### config.mk
export PLATFORM = sky130hd
export DESIGN_NAME = read_line_responder_flat
export DESIGN_NICKNAME = d
export VERILOG_FILES = /design/src/rtl/cave_mem_pkg.sv /design/src/rtl/read_line_responder_if.sv /design/src/rtl/line_buffer.sv /design/src/rtl/read_line_responder.sv /design/src/flat_wrapper.sv
export SDC_FILE = /design/constraint.sdc
export NUM_CORES = 1
export LEC_CHECK = 0
export CORE_ASPECT_RATIO = 1.25
export CORE_MARGIN = 5
export CORE_UTILIZATION = 53
export CTS_CLUSTER_SIZE = 24
export DETAILED_ROUTE_END_ITERATION = 10
export DONT_BUFFER_PORTS = 1
export HOLD_SLACK_MARGIN = 0.15
export PLACE_DENSITY = 0.68
export SETUP_SLACK_MARGIN = 0.2
export SYNTH_ARGS = -nofsm -noshare
export SYNTH_HDL_FRONTEND = slang
export SYNTH_SLANG_ARGS = --single-unit
### constraint.sdc
create_clock -name clock -period 5.4 [get_ports clock]
set_input_delay 0.27 -clock clock [delete_from_list [all_inputs] [get_ports clock]]
set_output_delay 0.27 -clock clock [all_outputs]
set_load 0.05 [all_outputs]
### src/rtl/cave_mem_pkg.sv
// Shared definitions for the memory-side read path.
// Holds the default bus widths, the default line length, the responder
// state encoding and small helpers that split a byte address into
// tag / word index / byte offset fields.
package cave_mem_pkg;

  localparam int unsigned ADDR_WIDTH = 32;
  localparam int unsigned DATA_WIDTH = 64;
  localparam int unsigned BURST_LEN  = 4;

  localparam int unsigned OFFS_BITS = $clog2(DATA_WIDTH / 8);
  localparam int unsigned IDX_BITS  = $clog2(BURST_LEN);
  localparam int unsigned TAG_BITS  = ADDR_WIDTH - OFFS_BITS - IDX_BITS;

  typedef enum logic [1:0] {
    IDLE,
    BURST_REQ,
    FILL
  } state_e;

  function automatic logic [TAG_BITS-1:0] addr_tag(input logic [ADDR_WIDTH-1:0] a);
    return a[ADDR_WIDTH-1 -: TAG_BITS];
  endfunction

  function automatic logic [IDX_BITS-1:0] addr_idx(input logic [ADDR_WIDTH-1:0] a);
    return a[OFFS_BITS +: IDX_BITS];
  endfunction

  function automatic logic [OFFS_BITS-1:0] addr_offs(input logic [ADDR_WIDTH-1:0] a);
    return a[OFFS_BITS-1:0];
  endfunction

endpackage

### src/rtl/read_line_responder_if.sv
// Bundle of the upstream read port (io_in_*), the memory burst port
// (io_mem_*) and the line-buffer flush strobe.
//   slave  : the responder's view (drives wait_n/valid/dout and mem rd/addr/len)
//   master : the environment's view (request FIFO + memory controller)
interface read_line_responder_if #(
  parameter int unsigned ADDR_WIDTH = cave_mem_pkg::ADDR_WIDTH,
  parameter int unsigned DATA_WIDTH = cave_mem_pkg::DATA_WIDTH
);

  logic                  io_in_rd;
  logic [ADDR_WIDTH-1:0] io_in_addr;
  logic                  io_in_wait_n;
  logic                  io_in_valid;
  logic [DATA_WIDTH-1:0] io_in_dout;

  logic                  io_mem_rd;
  logic [ADDR_WIDTH-1:0] io_mem_addr;
  logic [7:0]            io_mem_burstLength;
  logic                  io_mem_waitReq;
  logic                  io_mem_valid;
  logic [DATA_WIDTH-1:0] io_mem_dout;

  logic                  io_flush;

  modport slave (
    input  io_in_rd, io_in_addr, io_mem_waitReq, io_mem_valid, io_mem_dout, io_flush,
    output io_in_wait_n, io_in_valid, io_in_dout, io_mem_rd, io_mem_addr, io_mem_burstLength
  );

  modport master (
    output io_in_rd, io_in_addr, io_mem_waitReq, io_mem_valid, io_mem_dout, io_flush,
    input  io_in_wait_n, io_in_valid, io_in_dout, io_mem_rd, io_mem_addr, io_mem_burstLength
  );

endinterface

### src/rtl/line_buffer.sv
// One-line register file: DEPTH words of WIDTH bits.
//   clk   : write clock
//   we    : write enable
//   waddr : write word index
//   wdata : write data
//   raddr : combinational read word index
//   rdata : combinational read data
// Contents are not reset; the owner tracks validity separately.
module line_buffer
  import cave_mem_pkg::*;
#(
  parameter int unsigned DEPTH = BURST_LEN,
  parameter int unsigned WIDTH = DATA_WIDTH
) (
  input  logic                     clk,
  input  logic                     we,
  input  logic [$clog2(DEPTH)-1:0] waddr,
  input  logic [WIDTH-1:0]         wdata,
  input  logic [$clog2(DEPTH)-1:0] raddr,
  output logic [WIDTH-1:0]         rdata
);

  logic [WIDTH-1:0] mem_q [DEPTH];

  always_ff @(posedge clk) begin
    if (we) begin
      mem_q[waddr] <= wdata;
    end
  end

  assign rdata = mem_q[raddr];

endmodule

### src/rtl/read_line_responder.sv
// Memory-side responder of the rd/addr -> dout/valid/wait_n read protocol.
// Keeps a single line of BURST_LEN words. Hits return the word one cycle
// after acceptance; misses fetch the whole aligned line with one burst and
// return the requested word as its beat arrives.
//   clock, reset : clock and asynchronous active-high reset
//   bus.io_in_*  : upstream request / response port
//   bus.io_mem_* : burst read port toward memory
//   bus.io_flush : invalidate the line buffer
module read_line_responder #(
  parameter int unsigned ADDR_WIDTH = cave_mem_pkg::ADDR_WIDTH,
  parameter int unsigned DATA_WIDTH = cave_mem_pkg::DATA_WIDTH,
  parameter int unsigned BURST_LEN  = cave_mem_pkg::BURST_LEN
) (
  input  logic                 clock,
  input  logic                 reset,
  read_line_responder_if.slave bus
);

  import cave_mem_pkg::*;

  localparam int unsigned L_OFFS_BITS = $clog2(DATA_WIDTH / 8);
  localparam int unsigned L_IDX_BITS  = $clog2(BURST_LEN);
  localparam int unsigned L_TAG_BITS  = ADDR_WIDTH - L_OFFS_BITS - L_IDX_BITS;

  localparam logic [L_IDX_BITS:0] BEAT_LAST   = (L_IDX_BITS + 1)'(BURST_LEN - 1);
  localparam logic [7:0]          BURST_LEN_B = 8'(BURST_LEN);

  state_e                  state_q, state_d;
  logic                    line_valid_q, line_valid_d;
  logic                    flush_pend_q, flush_pend_d;
  logic [L_TAG_BITS-1:0]   line_tag_q, line_tag_d;
  logic [L_IDX_BITS-1:0]   req_idx_q, req_idx_d;
  logic [L_IDX_BITS:0]     beat_q, beat_d;
  logic                    valid_q, valid_d;
  logic [DATA_WIDTH-1:0]   dout_q, dout_d;

  logic [L_TAG_BITS-1:0]   in_tag;
  logic [L_IDX_BITS-1:0]   in_idx;
  logic                    hit;
  logic                    buf_we;
  logic [DATA_WIDTH-1:0]   buf_rdata;
  logic                    unused_offs;

  assign in_tag      = bus.io_in_addr[ADDR_WIDTH-1 -: L_TAG_BITS];
  assign in_idx      = bus.io_in_addr[L_OFFS_BITS +: L_IDX_BITS];
  assign unused_offs = ^bus.io_in_addr[L_OFFS_BITS-1:0];

  // A flush in the same cycle as the request forces the miss path.
  assign hit = line_valid_q && (in_tag == line_tag_q) && !bus.io_flush;

  line_buffer #(
    .DEPTH (BURST_LEN),
    .WIDTH (DATA_WIDTH)
  ) u_line_buffer (
    .clk   (clock),
    .we    (buf_we),
    .waddr (beat_q[L_IDX_BITS-1:0]),
    .wdata (bus.io_mem_dout),
    .raddr (in_idx),
    .rdata (buf_rdata)
  );

  always_ff @(posedge clock or posedge reset) begin
    if (reset) begin
      state_q      <= IDLE;
      line_valid_q <= 1'b0;
      flush_pend_q <= 1'b0;
      line_tag_q   <= '0;
      req_idx_q    <= '0;
      beat_q       <= '0;
      valid_q      <= 1'b0;
      dout_q       <= '0;
    end else begin
      state_q      <= state_d;
      line_valid_q <= line_valid_d;
      flush_pend_q <= flush_pend_d;
      line_tag_q   <= line_tag_d;
      req_idx_q    <= req_idx_d;
      beat_q       <= beat_d;
      valid_q      <= valid_d;
      dout_q       <= dout_d;
    end
  end

  always_comb begin
    state_d      = state_q;
    line_valid_d = line_valid_q;
    flush_pend_d = flush_pend_q;
    line_tag_d   = line_tag_q;
    req_idx_d    = req_idx_q;
    beat_d       = beat_q;
    valid_d      = 1'b0;
    dout_d       = dout_q;
    buf_we       = 1'b0;

    unique case (state_q)
      IDLE: begin
        flush_pend_d = 1'b0;
        if (bus.io_flush) begin
          line_valid_d = 1'b0;
        end
        if (bus.io_in_rd) begin
          if (hit) begin
            valid_d = 1'b1;
            dout_d  = buf_rdata;
          end else begin
            line_tag_d   = in_tag;
            req_idx_d    = in_idx;
            line_valid_d = 1'b0;
            state_d      = BURST_REQ;
          end
        end
      end

      BURST_REQ: begin
        if (bus.io_flush) begin
          flush_pend_d = 1'b1;
        end
        if (!bus.io_mem_waitReq) begin
          beat_d  = '0;
          state_d = FILL;
        end
      end

      FILL: begin
        if (bus.io_flush) begin
          flush_pend_d = 1'b1;
        end
        if (bus.io_mem_valid) begin
          buf_we = 1'b1;
          beat_d = beat_q + 1'b1;
          // Requested word is forwarded straight from the beat, not re-read.
          if (beat_q[L_IDX_BITS-1:0] == req_idx_q) begin
            valid_d = 1'b1;
            dout_d  = bus.io_mem_dout;
          end
          if (beat_q == BEAT_LAST) begin
            // A flush landing on the final beat also leaves the line invalid.
            line_valid_d = !(flush_pend_q || bus.io_flush);
            flush_pend_d = 1'b0;
            state_d      = IDLE;
          end
        end
      end

      default: begin
        state_d = IDLE;
      end
    endcase
  end

  always_comb begin
    bus.io_in_wait_n       = (state_q == IDLE);
    bus.io_in_valid        = valid_q;
    bus.io_in_dout         = dout_q;
    bus.io_mem_rd          = (state_q == BURST_REQ);
    bus.io_mem_addr        = {line_tag_q, {(L_IDX_BITS + L_OFFS_BITS){1'b0}}};
    bus.io_mem_burstLength = BURST_LEN_B;
  end

endmodule

### src/flat_wrapper.sv
// flat-port wrapper written by rule: the top's interface ports become plain ports
module read_line_responder_flat import cave_mem_pkg::*;
#(
  parameter int unsigned ADDR_WIDTH = cave_mem_pkg::ADDR_WIDTH,
  parameter int unsigned DATA_WIDTH = cave_mem_pkg::DATA_WIDTH,
  parameter int unsigned BURST_LEN  = cave_mem_pkg::BURST_LEN
)
  (clock, reset, bus_io_in_rd, bus_io_in_addr, bus_io_mem_waitReq, bus_io_mem_valid, bus_io_mem_dout, bus_io_flush, bus_io_in_wait_n, bus_io_in_valid, bus_io_in_dout, bus_io_mem_rd, bus_io_mem_addr, bus_io_mem_burstLength);
  read_line_responder_if #(.ADDR_WIDTH(ADDR_WIDTH), .DATA_WIDTH(DATA_WIDTH)) bus_i ();
  input  logic clock;
  input  logic reset;
  input wire logic [$bits(bus_i.io_in_rd)-1:0] bus_io_in_rd;
  input wire logic [$bits(bus_i.io_in_addr)-1:0] bus_io_in_addr;
  input wire logic [$bits(bus_i.io_mem_waitReq)-1:0] bus_io_mem_waitReq;
  input wire logic [$bits(bus_i.io_mem_valid)-1:0] bus_io_mem_valid;
  input wire logic [$bits(bus_i.io_mem_dout)-1:0] bus_io_mem_dout;
  input wire logic [$bits(bus_i.io_flush)-1:0] bus_io_flush;
  output wire logic [$bits(bus_i.io_in_wait_n)-1:0] bus_io_in_wait_n;
  output wire logic [$bits(bus_i.io_in_valid)-1:0] bus_io_in_valid;
  output wire logic [$bits(bus_i.io_in_dout)-1:0] bus_io_in_dout;
  output wire logic [$bits(bus_i.io_mem_rd)-1:0] bus_io_mem_rd;
  output wire logic [$bits(bus_i.io_mem_addr)-1:0] bus_io_mem_addr;
  output wire logic [$bits(bus_i.io_mem_burstLength)-1:0] bus_io_mem_burstLength;
  assign bus_i.io_in_rd = bus_io_in_rd;
  assign bus_i.io_in_addr = bus_io_in_addr;
  assign bus_i.io_mem_waitReq = bus_io_mem_waitReq;
  assign bus_i.io_mem_valid = bus_io_mem_valid;
  assign bus_i.io_mem_dout = bus_io_mem_dout;
  assign bus_i.io_flush = bus_io_flush;
  assign bus_io_in_wait_n = bus_i.io_in_wait_n;
  assign bus_io_in_valid = bus_i.io_in_valid;
  assign bus_io_in_dout = bus_i.io_in_dout;
  assign bus_io_mem_rd = bus_i.io_mem_rd;
  assign bus_io_mem_addr = bus_i.io_mem_addr;
  assign bus_io_mem_burstLength = bus_i.io_mem_burstLength;
  read_line_responder #(.ADDR_WIDTH(ADDR_WIDTH), .DATA_WIDTH(DATA_WIDTH), .BURST_LEN(BURST_LEN)) u_core (.clock(clock), .reset(reset), .bus(bus_i));
endmodule
[After elaboration in Yosys (flattened, before gate mapping)]
Memory sizes are Yosys's and may differ from the RTL's.
Index checks and enable logic that the tools add are counted.
Word-level totals
  register bits: 101
  memories kept: 1
  input port bits: 102
  memory bits (writable): 256
  word-level logic and storage cells: 70
Memory list
  u_core.u_line_buffer.mem_q: depth 4, bits a word 64, read ports 1, clocked after memory_dff 0, write ports 1, RTL line line_buffer.sv:23  | logic [WIDTH-1:0] mem_q [DEPTH];
Cells by class
  multiplexer cells: 33
  equality and inequality tests: 12
  bitwise logic cells: 1
  $add $sub $neg: 1
  reductions and logical operators: 14
Operators with widths (count)
  two-way mux 64 bit: 4
  one-hot mux 64 bit (2 select lines): 1
  == test 27 bit: 1
  two-way mux 1 bit: 16
  two-way mux 2 bit: 5
  AND reduction 5 bit: 2
  AND reduction 3 bit: 3
  inequality test 2 bit, second input constant: 4
  two-way mux 3 bit: 2
  inequality test 2 x 1 -> 1 bit, second input constant: 3
  one-hot mux 2 bit (3 select lines): 1
  one-hot mux 3 bit (2 select lines): 1
  one-hot mux 1 bit (2 select lines): 2
  nonzero test 2 bit: 2
  adder 3 x 1 -> 3 bit, second input constant: 1
  == test 3 x 2 -> 1 bit, second input constant: 1
  one-hot mux 1 bit (3 select lines): 1
  nonzero test 3 bit: 1
  == test 2 x 1 -> 1 bit, second input constant: 1
  == test 2 bit: 1
  == test 2 bit, second input constant: 1
  logical AND 1 bit: 2
  logical NOT 1 bit: 2
  logical NOT 2 bit: 1
  other kinds (2): 2

[Depth between registers and ports, before layout]
  depth after elaboration: 6
  depth in mapped cells: 9
  depth with buffers taken out: 7

[Cells and area by module]
From an unflattened synthesis, not the netlist that was laid out.
Unflattened totals
  cell total of the unflattened synthesis: 718
  area, all modules: 14746.6 µm²
By module, submodules not included
  line_buffer: cells each 338, times used 1, area each 9341.5 µm²
  read_line_responder: cells each 380, times used 1, area each 5405.2 µm²

[Worst setup path before layout]
No wires, ideal clock.
  path kind: reg2reg
  start point: reg u_core.state_q[0]
  end point: mem u_core.u_line_buffer.mem_q[0][0] (netlist bit) (enable)
  required time: 4.971 ns
  path slack: 1.746 ns
  cell stages (with the launch flop): 7
  arrival time: 3.225 ns
  path buffers: 3
  cells stage by stage: dfrtp_1 inv_1 ha_1 clkbuf_1 clkbuf_1 clkbuf_1 and3_1
On the way
  word-level cells in the longest chain between the ends: 4
RTL lines
  start: declaration: RTL line read_line_responder.sv:28  | state_e state_q, state_d;
  start signal: assignment: RTL line read_line_responder.sv:74  | state_q <= state_d;
  == test 2 bit: RTL line read_line_responder.sv:96  | unique case (state_q)
  two-way mux 1 bit: RTL line read_line_responder.sv:96
  two-way mux 1 bit: RTL line line_buffer.sv:26  | if (we) begin
  two-way mux 1 bit (not written as such): RTL line line_buffer.sv:27  | mem_q[waddr] <= wdata;
  end: declaration: RTL line line_buffer.sv:23
Every way passes these cells.

[Worst setup path in the final report]
  start point: reg u_core.line_tag_q[14]
  end point: reg u_core.line_tag_q[0]
On the way
  word-level cells in the longest chain between the ends: 5
RTL lines
  start: declaration: RTL line read_line_responder.sv:31  | logic [L_TAG_BITS-1:0] line_tag_q, line_tag_d;
  start signal: assignment: RTL line read_line_responder.sv:77  | line_tag_q <= line_tag_d;
  == test 27 bit: RTL line read_line_responder.sv:49  | assign hit = line_valid_q && (in_tag == line_tag_q) && !bus.io_flush;
  logical AND 1 bit (2 in a row): RTL line read_line_responder.sv:49
  inverter 1 bit (no line)
  AND reduction 3 bit (no line)
Every way passes these cells.
A chain may end at the register's enable or synchronous reset.

==> flow_summary.ini <==
[die]
io_pins = 209
initial_core_util_pct = 53.92
rows = 67
core_area_mm2 = 0.02691
die_x_um = 158.0
die_y_um = 195.0
design.die.area_mm2 = 0.03081

[power_and_ir_drop]
ir_drop_mv = 0.5680
p_per_area_mw_per_mm2 = 543.7
p_leak_nw = 5.959

[clocking]
holdBufCountCts = 100
clock_sinks = 357
post-cts-setup-buffer-count = 0
cts_buffers = 36
clockBufferDepth = 3
htree_levels = 2
clk_pin_slew_ps = 60
cts_resized = 0
cts_tree = yes
clock_latency_ps = 510
cts_root_buffer = clkbuf_16

[sta]
min_period_over_period_pct = 54.66
tns_ps = 0
hold_viol = 0
worst_pin_slew_ps = 1061
grt_setup_unrepaired = false
slew_violations = 0
worst_slack_ps = 2448
final-setup-viol-count = 0
fin_crit_ps = 2952
clock_skew_ps = 17.96
timing.fmax_mhz = 338.8
maxSlewHeadroom_pct = 29.29

[global_route]
grt_usage_pct = 19.10
antenna_found_initial = 1
grt_overflow = 0
grt_first_pass_wirelength_mm = 45.77
grt_pass1_vias = 8031
grt_max_degree = 66

[synth]
synthDistinctLibCells = 42
synth_area_leaders = edfxtp_1 (53%), dfrtp_1 (17%), mux2_2 (11%), mux4_2 (9.9%), mux2_4 (1.0%)
synth_top_area_share_pct = 52.98
synth_warnings = 0
ys_seq_area_share_pct = 70.40
synth_area_per_cell_um2 = 19.82
ys_ff_latch = 357
syn_area_mm2 = 0.01451
synth_top_cell_by_area = edfxtp_1
synth_cells = 732

[critical_path]
worst-setup-path-type = reg -> reg
critPathMaxStageDelay_ps = 580
startpoint_type = flop
slowest_stage = dfrtp_1
worstSetupEndpointType = flop
crit_chain = xnor2_1 > nor4b_1 > nand3_1 > nor4_4 > nor2_2 > buf_4 > mux2_4
crit_fanout = 29
required_ps = 5780
critPathArrivalTime_ps = 3330

[cells_and_area]
area_growth_pct = 17.07
diodes = 0
n_fill_cell = 1825
nNetsFinal = 948
drive_above_1_share_pct = 33.72
final_cells = 1208
fin_util_pct = 63.13

[detailed_routing]
drc = 0
drt-initial-drc-count = 321
wl_per_cell_um = 24.15
routed-via-count = 7114
via_per_inst = 5.889
wl_mm = 29.17
first_pass_iters = 5
drt.antenna.violating_nets = 0

[place]
place_ws_ps = 2554
hpwl_mm = 16.12
gp_congestion = 0.8567
io_buffer_count = 0
dpl.cell_count = 1044

[run_status]
status = completed

[min_path]
hold_class = in -> reg

[flow_run]
drv_cap = 0
==> flip-flops by register name, indices dropped and copies added (netlist names) <==
name	flops
u_core.beat_q	3
u_core.bus.io_in_dout	64
u_core.bus.io_in_valid	1
u_core.flush_pend_q	1
u_core.line_tag_q	27
u_core.line_valid_q	1
u_core.req_idx_q	2
u_core.state_q	2
u_core.u_line_buffer.mem_q	256
==> synthesized netlist by cell type (all sizes together) <==
cell / number
a211oi: 1
a21boi: 1
a21o: 1
a21oi: 3
a221o: 1
a22o: 3
a31oi: 1
and3: 5
buf: 30
clkbuf: 17
conb: 2
dfrtp: 101
edfxtp: 256
ha: 9
inv: 9
mux2: 158
mux2i: 1
mux4: 64
nand2: 6
nand2b: 1
nand3: 2
nand4: 7
nor2: 3
nor2b: 2
nor3: 1
nor4: 6
nor4b: 2
o21a: 1
o21ai: 3
o21bai: 1
o22ai: 2
o2bb2ai: 1
o31ai: 1
or4: 1
xnor2: 15
xor2: 14
==> metal layers <==
| metal | global-route usage [%] | vias to the layer above | part of all wire [%] |
|---|---|---|---|
| met2 | 32.94 | 249 | 52 |
| met3 | 5.004 | 53 | 7.3 |
| met5 | 0 | - | 0.045 |
| met4 | 5.721 | 2 | 2.7 |
| li1 | - | 3072 | - |
| met1 | 23.73 | 3738 | 38 |
==> critical path, delay by kind of cell (launching register included) <==
kind	cells	cell delay (ps)
buf+inv	1	270
simple gates	4	1140
mux	1	350
xor+xnor	1	460
flops	1	580
==> report_power, final <==
part	internal, W	total (W)	switching (W)
clock	0.00151	0.00249	0.000979
sequential	0.00342	0.00506	0.00164
combinational	0.000917	0.00169	0.000769
==> logic make-up after synthesis <==
logic type	Yosys count	share of synthesized area, %
flip-flops	357	70.40
adder cells (fa/ha/maj)	9	0.7761
multiplexers	223	22.52
other	2	0.05176
AND/OR/NAND/NOR	36	1.535
buffers and inverters	56	2.009
AO/OA/AOI/OAI	20	0.9573
XOR/XNOR	29	1.750
==> final cells by class <==
| type | count | area [µm²] | area share, % |
|---|---|---|---|
| well taps | 345 | 431.7 | 2.541 |
| clock inverters | 18 | 186.4 | 1.097 |
| multi-input cells | 330 | 4085 | 24.05 |
| repair buffers | 103 | 1023 | 6.025 |
| inverters | 9 | 36.28 | 0.2136 |
| clock buffers | 46 | 1010 | 5.944 |
| flip-flops and latches | 357 | 10210 | 60.13 |
==> cells in the final DEF, fill, tap and decap left out, types with 2 or more instances in the layout <==
cell type and n:
edfxtp_1 256, mux2_2 148, dfrtp_1 101, dlygate4sd3_1 100
mux4_2 64, clkbuf_16 37, xnor2_1 15, xor2_1 14
conb_1 13, clkinv_2 11, mux2_4 10, inv_1 8
ha_1 8, nand4_1 7, nand2_1 6, nor4_1 5
clkbuf_8 5, and3_4 4, clkbuf_1 4, bufinv_16 4
o21ai_0 3, a21oi_1 3, a22o_1 3, clkinv_1 3
buf_4 3, nor2b_1 2, nor4b_1 2, nand3_1 2
o22ai_1 2, nor2_1 2
==> worst paths after layout <==
check | startpoint | end | slack, ps | cells past startpoint
max | u_core.line_tag_q[14]$_DFFE_PP0P_ | u_core.line_tag_q[0]$_DFFE_PP0P_ | 2450 | 7
min | bus_io_mem_valid | u_core.line_valid_q$_DFFE_PP0P_ | 170 | 2
max reg2reg | u_core.line_tag_q[14]$_DFFE_PP0P_ | u_core.line_tag_q[0]$_DFFE_PP0P_ | 2450 | 7
min reg2reg | u_core.beat_q[2]$_DFFE_PP0P_ | u_core.beat_q[2]$_DFFE_PP0P_ | 530 | 1
max in group asynchronous | reset | u_core.line_tag_q[6]$_DFFE_PP0P_ | 3760 | 3
min in group asynchronous | reset | u_core.bus.io_in_dout[34]$_DFFE_PP0P_ | 330 | 2
==> through the flow <==
stage	power, W	hold WS [ps]	instance area, µm²
2_1_floorplan	0.006346	368.9	14550
4_1_cts	0.009303	152.8	16990
3_5_place_dp	0.006727	242.6	14790
5_1_grt	0.009625	181.5	16990
6_report	0.009236	171.0	16990
3_3_place_gp	0.006660	232.1	14790
Note: power is estimated with default switching activity, not from simulation.
